### src/rtl/dma_priority_arbiter_pkg.sv
// rtl/dma_priority_arbiter_pkg.sv - shared types and constants for the DMA channel arbiter
package dma_arbiter_pkg;

   typedef enum logic [1:0] {
      IDLE,
      HOLD_REQ,
      GRANT,
      RELEASE
   } arbState_t;

   typedef logic [1:0] chanIdx_t;

   localparam int       NUM_CH_C     = 4;
   localparam chanIdx_t LOWPRI_RESET = 2'd3;

   function automatic logic [NUM_CH_C-1:0] chan_onehot(input chanIdx_t idx);
      logic [NUM_CH_C-1:0] oh;
      oh      = '0;
      oh[idx] = 1'b1;
      return oh;
   endfunction

endpackage

### src/rtl/dma_priority_arbiter_if.sv
// rtl/dma_priority_arbiter_if.sv - DREQ/hold/DACK bus between the arbiter and the rest of the DMA
interface dma_priority_arbiter_if;

   logic [3:0]                  dreq;
   logic                        hlda;
   logic                        serviceDone;
   logic                        hrq;
   logic [3:0]                  dack;
   logic                        grantValid;
   dma_arbiter_pkg::chanIdx_t   grantChannel;
   logic [3:0]                  reqServed;

   modport master (
      input  dreq,
      input  hlda,
      input  serviceDone,
      output hrq,
      output dack,
      output grantValid,
      output grantChannel,
      output reqServed
   );

   modport slave (
      output dreq,
      output hlda,
      output serviceDone,
      input  hrq,
      input  dack,
      input  grantValid,
      input  grantChannel,
      input  reqServed
   );

endinterface

### src/rtl/dma_priority_arbiter_resolver.sv
// rtl/dma_priority_arbiter_resolver.sv - combinational fixed/rotating winner search over pending channels
module dma_priority_resolver
   import dma_arbiter_pkg::*;
(
   input  logic [NUM_CH_C-1:0] pend,
   input  chanIdx_t            low_pri,
   input  logic                priority_type,
   output chanIdx_t            winner,
   output logic                any_req
);

   chanIdx_t start;
   chanIdx_t idx;
   logic     found;

   // Rotating mode starts one past the last serviced channel; fixed mode always starts at 0.
   always_comb begin
      start  = priority_type ? chanIdx_t'(low_pri + 2'd1) : 2'd0;
      winner = '0;
      idx    = '0;
      found  = 1'b0;
      for (int k = 0; k < NUM_CH_C; k++) begin
         idx = chanIdx_t'(start + k[1:0]);
         if (!found && pend[idx]) begin
            winner = idx;
            found  = 1'b1;
         end
      end
   end

   assign any_req = |pend;

endmodule

### src/rtl/dma_priority_arbiter.sv
// rtl/dma_priority_arbiter.sv - DMA channel arbiter and HRQ/HLDA bus-hold sequencer
// Optional DREQ synchronizer enabled by defining DMA_DREQ_SYNC_EN.
module dma_priority_arbiter
   import dma_arbiter_pkg::*;
#(
   parameter int NUM_CH      = 4,
   parameter int SYNC_STAGES = 2
) (
   input  logic                   clk,
   input  logic                   resetN,
   dma_priority_arbiter_if.master bus,
   input  logic [NUM_CH-1:0]      maskBits,
   input  logic [NUM_CH-1:0]      softReq,
   input  logic                   priorityType,
   input  logic                   dreqSense,
   input  logic                   dackSense,
   input  logic                   controllerDisable
);

   logic [NUM_CH-1:0] dreq_s;

`ifdef DMA_DREQ_SYNC_EN
   logic [SYNC_STAGES-1:0][NUM_CH-1:0] sync_q;
   logic [SYNC_STAGES-1:0][NUM_CH-1:0] sync_d;

   always_comb begin
      sync_d    = sync_q;
      sync_d[0] = bus.dreq;
      for (int s = 1; s < SYNC_STAGES; s++) begin
         sync_d[s] = sync_q[s-1];
      end
   end

   always_ff @(posedge clk or negedge resetN) begin
      if (!resetN) begin
         sync_q <= '0;
      end else begin
         sync_q <= sync_d;
      end
   end

   assign dreq_s = sync_q[SYNC_STAGES-1];
`else
   if (SYNC_STAGES < 1) begin : g_sync_stages_unused
   end

   assign dreq_s = bus.dreq;
`endif

   logic [NUM_CH-1:0] pend;
   chanIdx_t          winner;
   logic              any_req;

   // softReq bypasses the mask so software can always force a transfer.
   assign pend = ((dreq_s ^ {NUM_CH{dreqSense}}) & ~maskBits) | softReq;

   arbState_t         state_q,       state_d;
   logic              hrq_q,         hrq_d;
   logic              grant_valid_q, grant_valid_d;
   chanIdx_t          grant_ch_q,    grant_ch_d;
   logic [NUM_CH-1:0] req_served_q,  req_served_d;
   logic [NUM_CH-1:0] grant_oh_q,    grant_oh_d;
   chanIdx_t          low_pri_q,     low_pri_d;

   dma_priority_resolver u_resolver (
      .pend          (pend),
      .low_pri       (low_pri_q),
      .priority_type (priorityType),
      .winner        (winner),
      .any_req       (any_req)
   );

   always_comb begin
      state_d       = state_q;
      hrq_d         = hrq_q;
      grant_valid_d = grant_valid_q;
      grant_ch_d    = grant_ch_q;
      req_served_d  = '0;
      grant_oh_d    = grant_oh_q;
      low_pri_d     = low_pri_q;

      case (state_q)
         IDLE: begin
            hrq_d         = 1'b0;
            grant_valid_d = 1'b0;
            grant_oh_d    = '0;
            if (any_req && !controllerDisable) begin
               state_d = HOLD_REQ;
               hrq_d   = 1'b1;
            end
         end

         HOLD_REQ: begin
            if (!any_req || controllerDisable) begin
               state_d = IDLE;
               hrq_d   = 1'b0;
            end else if (bus.hlda) begin
               state_d       = GRANT;
               grant_ch_d    = winner;
               grant_oh_d    = chan_onehot(winner);
               grant_valid_d = 1'b1;
               hrq_d         = 1'b1;
            end
         end

         // The grant is frozen here; controllerDisable and new requests are ignored.
         GRANT: begin
            if (bus.serviceDone) begin
               state_d       = RELEASE;
               req_served_d  = grant_oh_q;
               hrq_d         = 1'b0;
               grant_valid_d = 1'b0;
               grant_oh_d    = '0;
               if (priorityType) begin
                  low_pri_d = grant_ch_q;
               end
            end else if (!bus.hlda) begin
               state_d       = IDLE;
               hrq_d         = 1'b0;
               grant_valid_d = 1'b0;
               grant_oh_d    = '0;
            end
         end

         RELEASE: begin
            hrq_d         = 1'b0;
            grant_valid_d = 1'b0;
            grant_oh_d    = '0;
            if (!bus.hlda) begin
               state_d = IDLE;
            end
         end

         default: begin
            state_d       = IDLE;
            hrq_d         = 1'b0;
            grant_valid_d = 1'b0;
            grant_oh_d    = '0;
         end
      endcase
   end

   always_ff @(posedge clk or negedge resetN) begin
      if (!resetN) begin
         state_q       <= IDLE;
         hrq_q         <= 1'b0;
         grant_valid_q <= 1'b0;
         grant_ch_q    <= '0;
         req_served_q  <= '0;
         grant_oh_q    <= '0;
         low_pri_q     <= LOWPRI_RESET;
      end else begin
         state_q       <= state_d;
         hrq_q         <= hrq_d;
         grant_valid_q <= grant_valid_d;
         grant_ch_q    <= grant_ch_d;
         req_served_q  <= req_served_d;
         grant_oh_q    <= grant_oh_d;
         low_pri_q     <= low_pri_d;
      end
   end

   assign bus.hrq          = hrq_q;
   assign bus.grantValid   = grant_valid_q;
   assign bus.grantChannel = grant_ch_q;
   assign bus.reqServed    = req_served_q;
   assign bus.dack         = dackSense ? grant_oh_q : ~grant_oh_q;

endmodule

### src/flat_wrapper.sv
// flat-port wrapper written by rule: the top's interface ports become plain ports
module dma_priority_arbiter_flat import dma_arbiter_pkg::*;
#(
   parameter int NUM_CH      = 4,
   parameter int SYNC_STAGES = 2
)
  (clk, resetN, maskBits, softReq, priorityType, dreqSense, dackSense, controllerDisable, bus_dreq, bus_hlda, bus_serviceDone, bus_hrq, bus_dack, bus_grantValid, bus_grantChannel, bus_reqServed);
  dma_priority_arbiter_if bus_i ();
  input  logic clk;
  input  logic resetN;
  input  logic [NUM_CH-1:0] maskBits;
  input  logic [NUM_CH-1:0] softReq;
  input  logic priorityType;
  input  logic dreqSense;
  input  logic dackSense;
  input  logic controllerDisable;
  input wire logic [$bits(bus_i.dreq)-1:0] bus_dreq;
  input wire logic [$bits(bus_i.hlda)-1:0] bus_hlda;
  input wire logic [$bits(bus_i.serviceDone)-1:0] bus_serviceDone;
  output wire logic [$bits(bus_i.hrq)-1:0] bus_hrq;
  output wire logic [$bits(bus_i.dack)-1:0] bus_dack;
  output wire logic [$bits(bus_i.grantValid)-1:0] bus_grantValid;
  output wire logic [$bits(bus_i.grantChannel)-1:0] bus_grantChannel;
  output wire logic [$bits(bus_i.reqServed)-1:0] bus_reqServed;
  assign bus_i.dreq = bus_dreq;
  assign bus_i.hlda = bus_hlda;
  assign bus_i.serviceDone = bus_serviceDone;
  assign bus_hrq = bus_i.hrq;
  assign bus_dack = bus_i.dack;
  assign bus_grantValid = bus_i.grantValid;
  assign bus_grantChannel = bus_i.grantChannel;
  assign bus_reqServed = bus_i.reqServed;
  dma_priority_arbiter #(.NUM_CH(NUM_CH), .SYNC_STAGES(SYNC_STAGES)) u_core (.clk(clk), .resetN(resetN), .bus(bus_i), .maskBits(maskBits), .softReq(softReq), .priorityType(priorityType), .dreqSense(dreqSense), .dackSense(dackSense), .controllerDisable(controllerDisable));
endmodule
### config.mk
export PLATFORM = sky130hd
export DESIGN_NAME = dma_priority_arbiter_flat
export DESIGN_NICKNAME = d
export VERILOG_FILES = /design/src/rtl/dma_priority_arbiter_pkg.sv /design/src/rtl/dma_priority_arbiter_if.sv /design/src/rtl/dma_priority_arbiter_resolver.sv /design/src/rtl/dma_priority_arbiter.sv /design/src/flat_wrapper.sv
export SDC_FILE = /design/constraint.sdc
export NUM_CORES = 1
export LEC_CHECK = 0
export ABC_AREA = 0
export CORE_MARGIN = 2
export CORE_UTILIZATION = 45
export CTS_CLUSTER_DIAMETER = 80
export DETAILED_ROUTE_END_ITERATION = 8
export HOLD_SLACK_MARGIN = 0.06
export PLACE_DENSITY_LB_ADDON = 0.15
export SLEW_MARGIN = 20
export SYNTH_ARGS = -nofsm -noshare
export SYNTH_HDL_FRONTEND = slang
export SYNTH_SLANG_ARGS = --single-unit
### constraint.sdc
create_clock -name clk -period 2.35 [get_ports clk]
set_clock_uncertainty 0.1 [all_clocks]
set_input_delay 0.47 -clock clk [delete_from_list [all_inputs] [get_ports clk]]
set_output_delay 0.47 -clock clk [all_outputs]
set_load 0.05 [all_outputs]
* After elaboration in Yosys (flattened, before gate mapping)
Index checks and enable logic that the tools add are counted.
Storage, ports and cells: bits of input ports 20, logic and storage cells 90, output and inout port bits 12, register bits 16
Cells by class: order comparisons 6, add/sub/neg operators 4, eq/ne operators 8, reductions and logical operators 19, multiplexer cells 40, bitwise operators 6
Operators with widths (number):
- 4-bit 2-to-1 mux | 7
- 2-bit 2-to-1 mux | 10
- 2-bit by 3-bit less-than comparator with 1-bit output, second input constant | 5
- 1-bit 2-to-1 mux | 14
- 4-bit case mux with 3 select lines | 1
- 3-bit AND reduction | 3
- 1-bit binary-select mux with 2-bit select | 4
- 4-bit NOT | 2
- 2-bit case mux with 4 select lines | 1
- 1-bit logical AND | 5
- 1-bit zero test | 5
- 2-bit by 1-bit adder with 2-bit output, second input constant | 2
- 2-bit adder, second input constant | 2
- 4-bit AND | 1
- 2-bit == test, second input constant | 2
- 2-bit != test, second input constant | 2
- 4-bit bitwise OR | 1
- 1-bit case mux with 4 select lines | 1
- 2-bit AND reduction | 2
- 4-bit OR reduction | 1
- 4-bit XOR | 1
- 3-bit by 2-bit != test with 1-bit output, second input constant | 1
- 3-bit != test, second input constant | 1
- 1-bit case mux with 3 select lines | 1
- 8 further kinds | 8

* Logic depth before layout (Yosys ltp)
word-level depth 22, gate-level depth with buffers 8, depth with buffers taken out 7

* Modules after synthesis
From an unflattened synthesis, not the netlist that was laid out.
Second synthesis, totals: cells, all modules 114, area, all modules 1164.9 sq um
By module, submodules not included:
- dma_priority_arbiter | cells each 67, instances 1, area each 803.3 sq um
- dma_priority_resolver | cells each 47, instances 1, area each 361.6 sq um

* Worst setup path before layout
No wires, ideal clock.
path type input port to flip-flop, start input dreqSense, end register u_core.grant_ch_q[1], in the netlist u_core.bus.grantChannel[1], setup time 0.125 ns, path slack 0.294 ns, arrival 1.831 ns, cell stages on the path 8, buffers on the path 1, cells stage by stage buf_6 xnor2_1 o21ba_4 o21ai_0 o22ai_1 a221oi_2 o21bai_2 mux2_4
Between the ends: longest elaborated chain between the ends 15, elaborated cells on any way between the ends 29, classes of those cells mux (15); bitwise (4); reduce/logical (10)
RTL lines:
- start: declaration | line flat_wrapper.sv:14 | input logic dreqSense;
- 4-bit XOR (*) | line dma_priority_arbiter.sv:55 | assign pend = ((dreq_s ^ {NUM_CH{dreqSense}}) & ~maskBits) | softReq;
- 4-bit AND (*) | line dma_priority_arbiter.sv:55
- 4-bit bitwise OR (*) | line dma_priority_arbiter.sv:55
- 1-bit binary-select mux with 2-bit select | line dma_priority_arbiter_resolver.sv:24 | if (!found && pend[idx]) begin
- 1-bit 2-to-1 mux (not written as such) | line dma_priority_arbiter_resolver.sv:24
- 1-bit 2-to-1 mux | line dma_priority_arbiter_resolver.sv:24
- 1-bit zero test | line dma_priority_arbiter_resolver.sv:24
- 1-bit logical AND | line dma_priority_arbiter_resolver.sv:24
- 1-bit 2-to-1 mux | line dma_priority_arbiter_resolver.sv:24
- 1-bit zero test | line dma_priority_arbiter_resolver.sv:24
- 1-bit logical AND | line dma_priority_arbiter_resolver.sv:24
- 1-bit 2-to-1 mux | line dma_priority_arbiter_resolver.sv:24
- 1-bit zero test | line dma_priority_arbiter_resolver.sv:24
- 1-bit logical AND | line dma_priority_arbiter_resolver.sv:24
- 2-bit 2-to-1 mux | line dma_priority_arbiter_resolver.sv:24
- end signal: assignment | line dma_priority_arbiter.sv:156 | grant_ch_q <= grant_ch_d;
- end: declaration | line dma_priority_arbiter.sv:60 | chanIdx_t grant_ch_q, grant_ch_d;
Every way passes the cells marked *; elsewhere a longest branch is shown, timed or not. The select of a mux whose other input is x is not followed. A chain may end at the register's enable or synchronous reset.

* Worst setup path in the final report
start input bus_dreq[2], end register u_core.grant_oh_q[3]
Between the ends: longest elaborated chain between the ends 22, elaborated cells on any way between the ends 37, classes of those cells order compare (2); eq/ne (1); mux (20); bitwise (3); reduce/logical (11)
RTL lines:
- start: declaration | line flat_wrapper.sv:17 | input wire logic [$bits(bus_i.dreq)-1:0] bus_dreq;
- 4-bit XOR (*) | line dma_priority_arbiter.sv:55
- 4-bit AND (*) | line dma_priority_arbiter.sv:55
- 4-bit bitwise OR (*) | line dma_priority_arbiter.sv:55
- 1-bit binary-select mux with 2-bit select | line dma_priority_arbiter_resolver.sv:24
- 1-bit 2-to-1 mux (not written as such) | line dma_priority_arbiter_resolver.sv:24
- 1-bit 2-to-1 mux | line dma_priority_arbiter_resolver.sv:24
- 1-bit zero test | line dma_priority_arbiter_resolver.sv:24
- 1-bit logical AND | line dma_priority_arbiter_resolver.sv:24
- (+6 left out)
- 2-bit 2-to-1 mux | line dma_priority_arbiter_resolver.sv:24
- 2-bit by 3-bit less-than comparator with 1-bit output (not written as such) or 2-bit by 1-bit greater-or-equal comparator with 1-bit output (tied branches) | line dma_priority_arbiter_pkg.sv:19 | oh[idx] = 1'b1;
- 1-bit logical AND (not written as such) | line dma_priority_arbiter_pkg.sv:19
- 1-bit 2-to-1 mux (not written as such) | line dma_priority_arbiter_pkg.sv:19
- 1-bit demux with 2-bit select
- 4-bit 2-to-1 mux | line dma_priority_arbiter.sv:97 | end else if (bus.hlda) begin
- 4-bit 2-to-1 mux | line dma_priority_arbiter.sv:94 | if (!any_req || controllerDisable) begin
- 4-bit case mux with 3 select lines | line dma_priority_arbiter.sv:82 | case (state_q)
- end signal: assignment | line dma_priority_arbiter.sv:158 | grant_oh_q <= grant_oh_d;
- end: declaration | line dma_priority_arbiter.sv:62 | logic [NUM_CH-1:0] grant_oh_q, grant_oh_d;
Marks and branches as above.

==> key figures <==
Synth
  – Mapped Nets: 127
  – Synth unique cells: 35
  – Sequential fraction of the synthesis area: 39.7%
  – Post-synth EDFFs: 0
  – Synthesized area: 1010 µm²
  – Ys async rst share: 100%
  – Most used DFF post-synth: dfrtp_1
  – Mapped Cells: 107
  – #FFs+latches synth: 16
  – Post-Syn Area per Cell: 9.48 µm²
  – YS warnings: 0

Timing
  – Rel. slew slack: 54.2%
  – Max frequency: 0.447 GHz
  – Fin crit share: 95.2%
  – Tmin final: 2240 ps
  – Fin. Hold Viols: 0
  – Final setup TNS: 0 ps
  – Final max-slew violation count: 0
  – RSZ-0062 raised after global routing: no
  – Count of final setup violators: 0
  – Worst-Margin Slew: 685 ps

Pwr
  – Pwr Density: 771 nW/µm²
  – Leak Pwr: 0.692 nW
  – VDD IR max: 0.600 mV
  – Power Total: 0.00119 W

Routing
  – Starting DRT DRC Count: 24
  – DRT antenna net count: 0
  – Wire per inst: 13.9 µm
  – Post-Route WL: 2.56 mm
  – DRT Pass-1 Iters: 4
  – Vias: 975
  – Drt via density: 5.30
  – # DRC: 0

Layout
  – Fill cells: 188
  – Post-route core utilization: 71.3%
  – Commonest non-fill, non-tap cells in the layout: 26 x clkdlybuf4s50_1, 18 x buf_4, 14 x dfrtp_1, 13 x nand2_1, 13 x o21ai_0
  – FF+latch area: 403 µm²
  – Multi-input gate area: 581 µm²
  – Commonest non-fill, non-tap cell in the layout: clkdlybuf4s50_1
  – ANT cells: 0
  – Final nets: 177
  – Share of cells above drive strength 1: 22.4%
  – Area delta synth->final: 52.4%

Floorplanning
  – Row Count: 17
  – Core Region: 2170 µm²
  – Die ar.: 2650 µm²
  – Die Ht: 51.5 µm
  – Die span in x: 51.5 µm
  – Initial Util: 46.8%
  – Top Ports: 32

GRT
  – Total gr overflow: 0
  – Initial antenna violation count: 0
  – Largest net degree at the start of global routing: 17
  – Vias in the first global route: 970
  – GRT Total Usage: 22.4%
  – Global-route wire length before repair: 4.38 mm

Setup path
  – Crit path max fanout: 5
  – R2R cell count: 6
  – R2R Setup Slk: 200 ps
  – FF-to-FF End: u_core.grant_oh_q[3]$_DFFE_PN0P_
  – RR Startpoint: u_core.low_pri_q[0]$_DFFE_PN1P_
  – Critical Path Source Type: input port
  – Critical Path End Type: register
  – Crit path kind: input port to register
  – Critical path arrival: 2320 ps
  – Critical Path RT: 2430 ps
  – CP Launch Point: bus_dreq[2]

Clock tree
  – Post-CTS setup buffers: 0
  – CTS max path bufs: 2
  – Clock transition at path regs: 90 ps
  – Num CTS Buffers: 3
  – Clock Sinks: 16
  – Hold buffers post-CTS: 0
  – Worst-Skew Late Latency: 290 ps
  – TritonCTS clock tree: done
  – Clock root buffer: clkbuf_4
  – CTS resizes: 1
  – H-tree depth: 1

Run
  – Max-cap violations: 0

Placed design
  – Post-detail-place hpwl: 2.02 mm
  – Port buffer count: 31
  – RD Place Congestion: 0.850

Status
  – Status: complete, no violations

Min path
  – Hold WC Path Type: register to register
  – Hold Crit Depth: 2
  – HP Start: u_core.grant_oh_q[1]$_DFFE_PN0P_
  – Hold Path Sink: u_core.grant_oh_q[1]$_DFFE_PN0P_
[cell usage after synthesis (all sizes together), types with 3 or more instances]
cell type / number / area, µm²
xnor2: 8 / 70.1
and3: 4 / 25.0
nand2: 13 / 48.8
nor2: 4 / 15.0
nor2b: 4 / 25.0
o21bai: 6 / 48.8
dfrtp: 14 / 350
o21ai: 13 / 65.1
nand2b: 3 / 18.8
o21ba: 4 / 46.3
mux2i: 4 / 40.0
[metal layers]
layer,share of wire [%],global-route usage (%)
met1,43,27.2
met2,51,40.4
met3,4.7,2.63
met4,1.5,7.89
met5,0,0
[cells by family (layout without fill, tap and decap cells)]
kind of cell / after synthesis / in the layout / share of synthesized area, %
mux: 6 / 6 / 6.53
xor+xnor: 9 / 9 / 7.77
buf+inv: 6 / 55 / 3.08
compound gates: 35 / 35 / 25.6
simple gates: 35 / 35 / 17.3
flops: 16 / 16 / 39.7
[registers in the layout (all words and copies together) (netlist names)]
signal	cells
u_core.low_pri_q	2
u_core.bus.grantValid	1
u_core.bus.hrq	1
u_core.bus.reqServed	4
u_core.grant_oh_q	4
u_core.bus.grantChannel	2
u_core.state_q	2
[metrics by stage]
step                cells  instance area [µm²]  hold WS, ps  worst slack, ps
CTS                   184                 1550          442              123
detailed placement    180                 1510          411             -303
floorplan             107                 1010         74.4              294
global placement      180                 1510          394             -289
global route          184                 1550          481             18.1
finish                184                 1550          444              114
[final cells by class]
class | count | area share (%)
Clock buffer | 4 | 2.35
Timing Repair Buffer | 49 | 31.3
Multi-Input combinational cell | 85 | 37.5
Inverter | 2 | 0.485
Tap cell | 28 | 2.27
Sequential cell | 16 | 26.1
[critical path, stage by stage]
cell and delay (ps):
clkdlybuf4s50_1 420, xnor2_1 160, o21ba_2 230, mux2i_1 180, mux2i_1 150, a221oi_2 280
o21bai_2 140, a32o_1 270
[power breakdown]
group / internal [W] / switching (W) / leakage [nW]
clock: 0.0000945 / 0.0000842 / 0.0210
combinational: 0.000284 / 0.000321 / 0.463
sequential: 0.000340 / 0.0000671 / 0.208
[worst max path at each step]
stage	end	cells past startpoint
3_3_place_gp	u_core.bus.grantChannel[1]$_DFFE_PN0P_	7
4_1_cts	u_core.grant_oh_q[3]$_DFFE_PN0P_	8
6_report	u_core.grant_oh_q[3]$_DFFE_PN0P_	8
2_1_floorplan	u_core.bus.grantChannel[1]$_DFFE_PN0P_	8
5_1_grt	u_core.grant_oh_q[3]$_DFFE_PN0P_	8
3_5_place_dp	u_core.bus.grantChannel[1]$_DFFE_PN0P_	8
No activity file was read; power rests on OpenSTA's default activity.
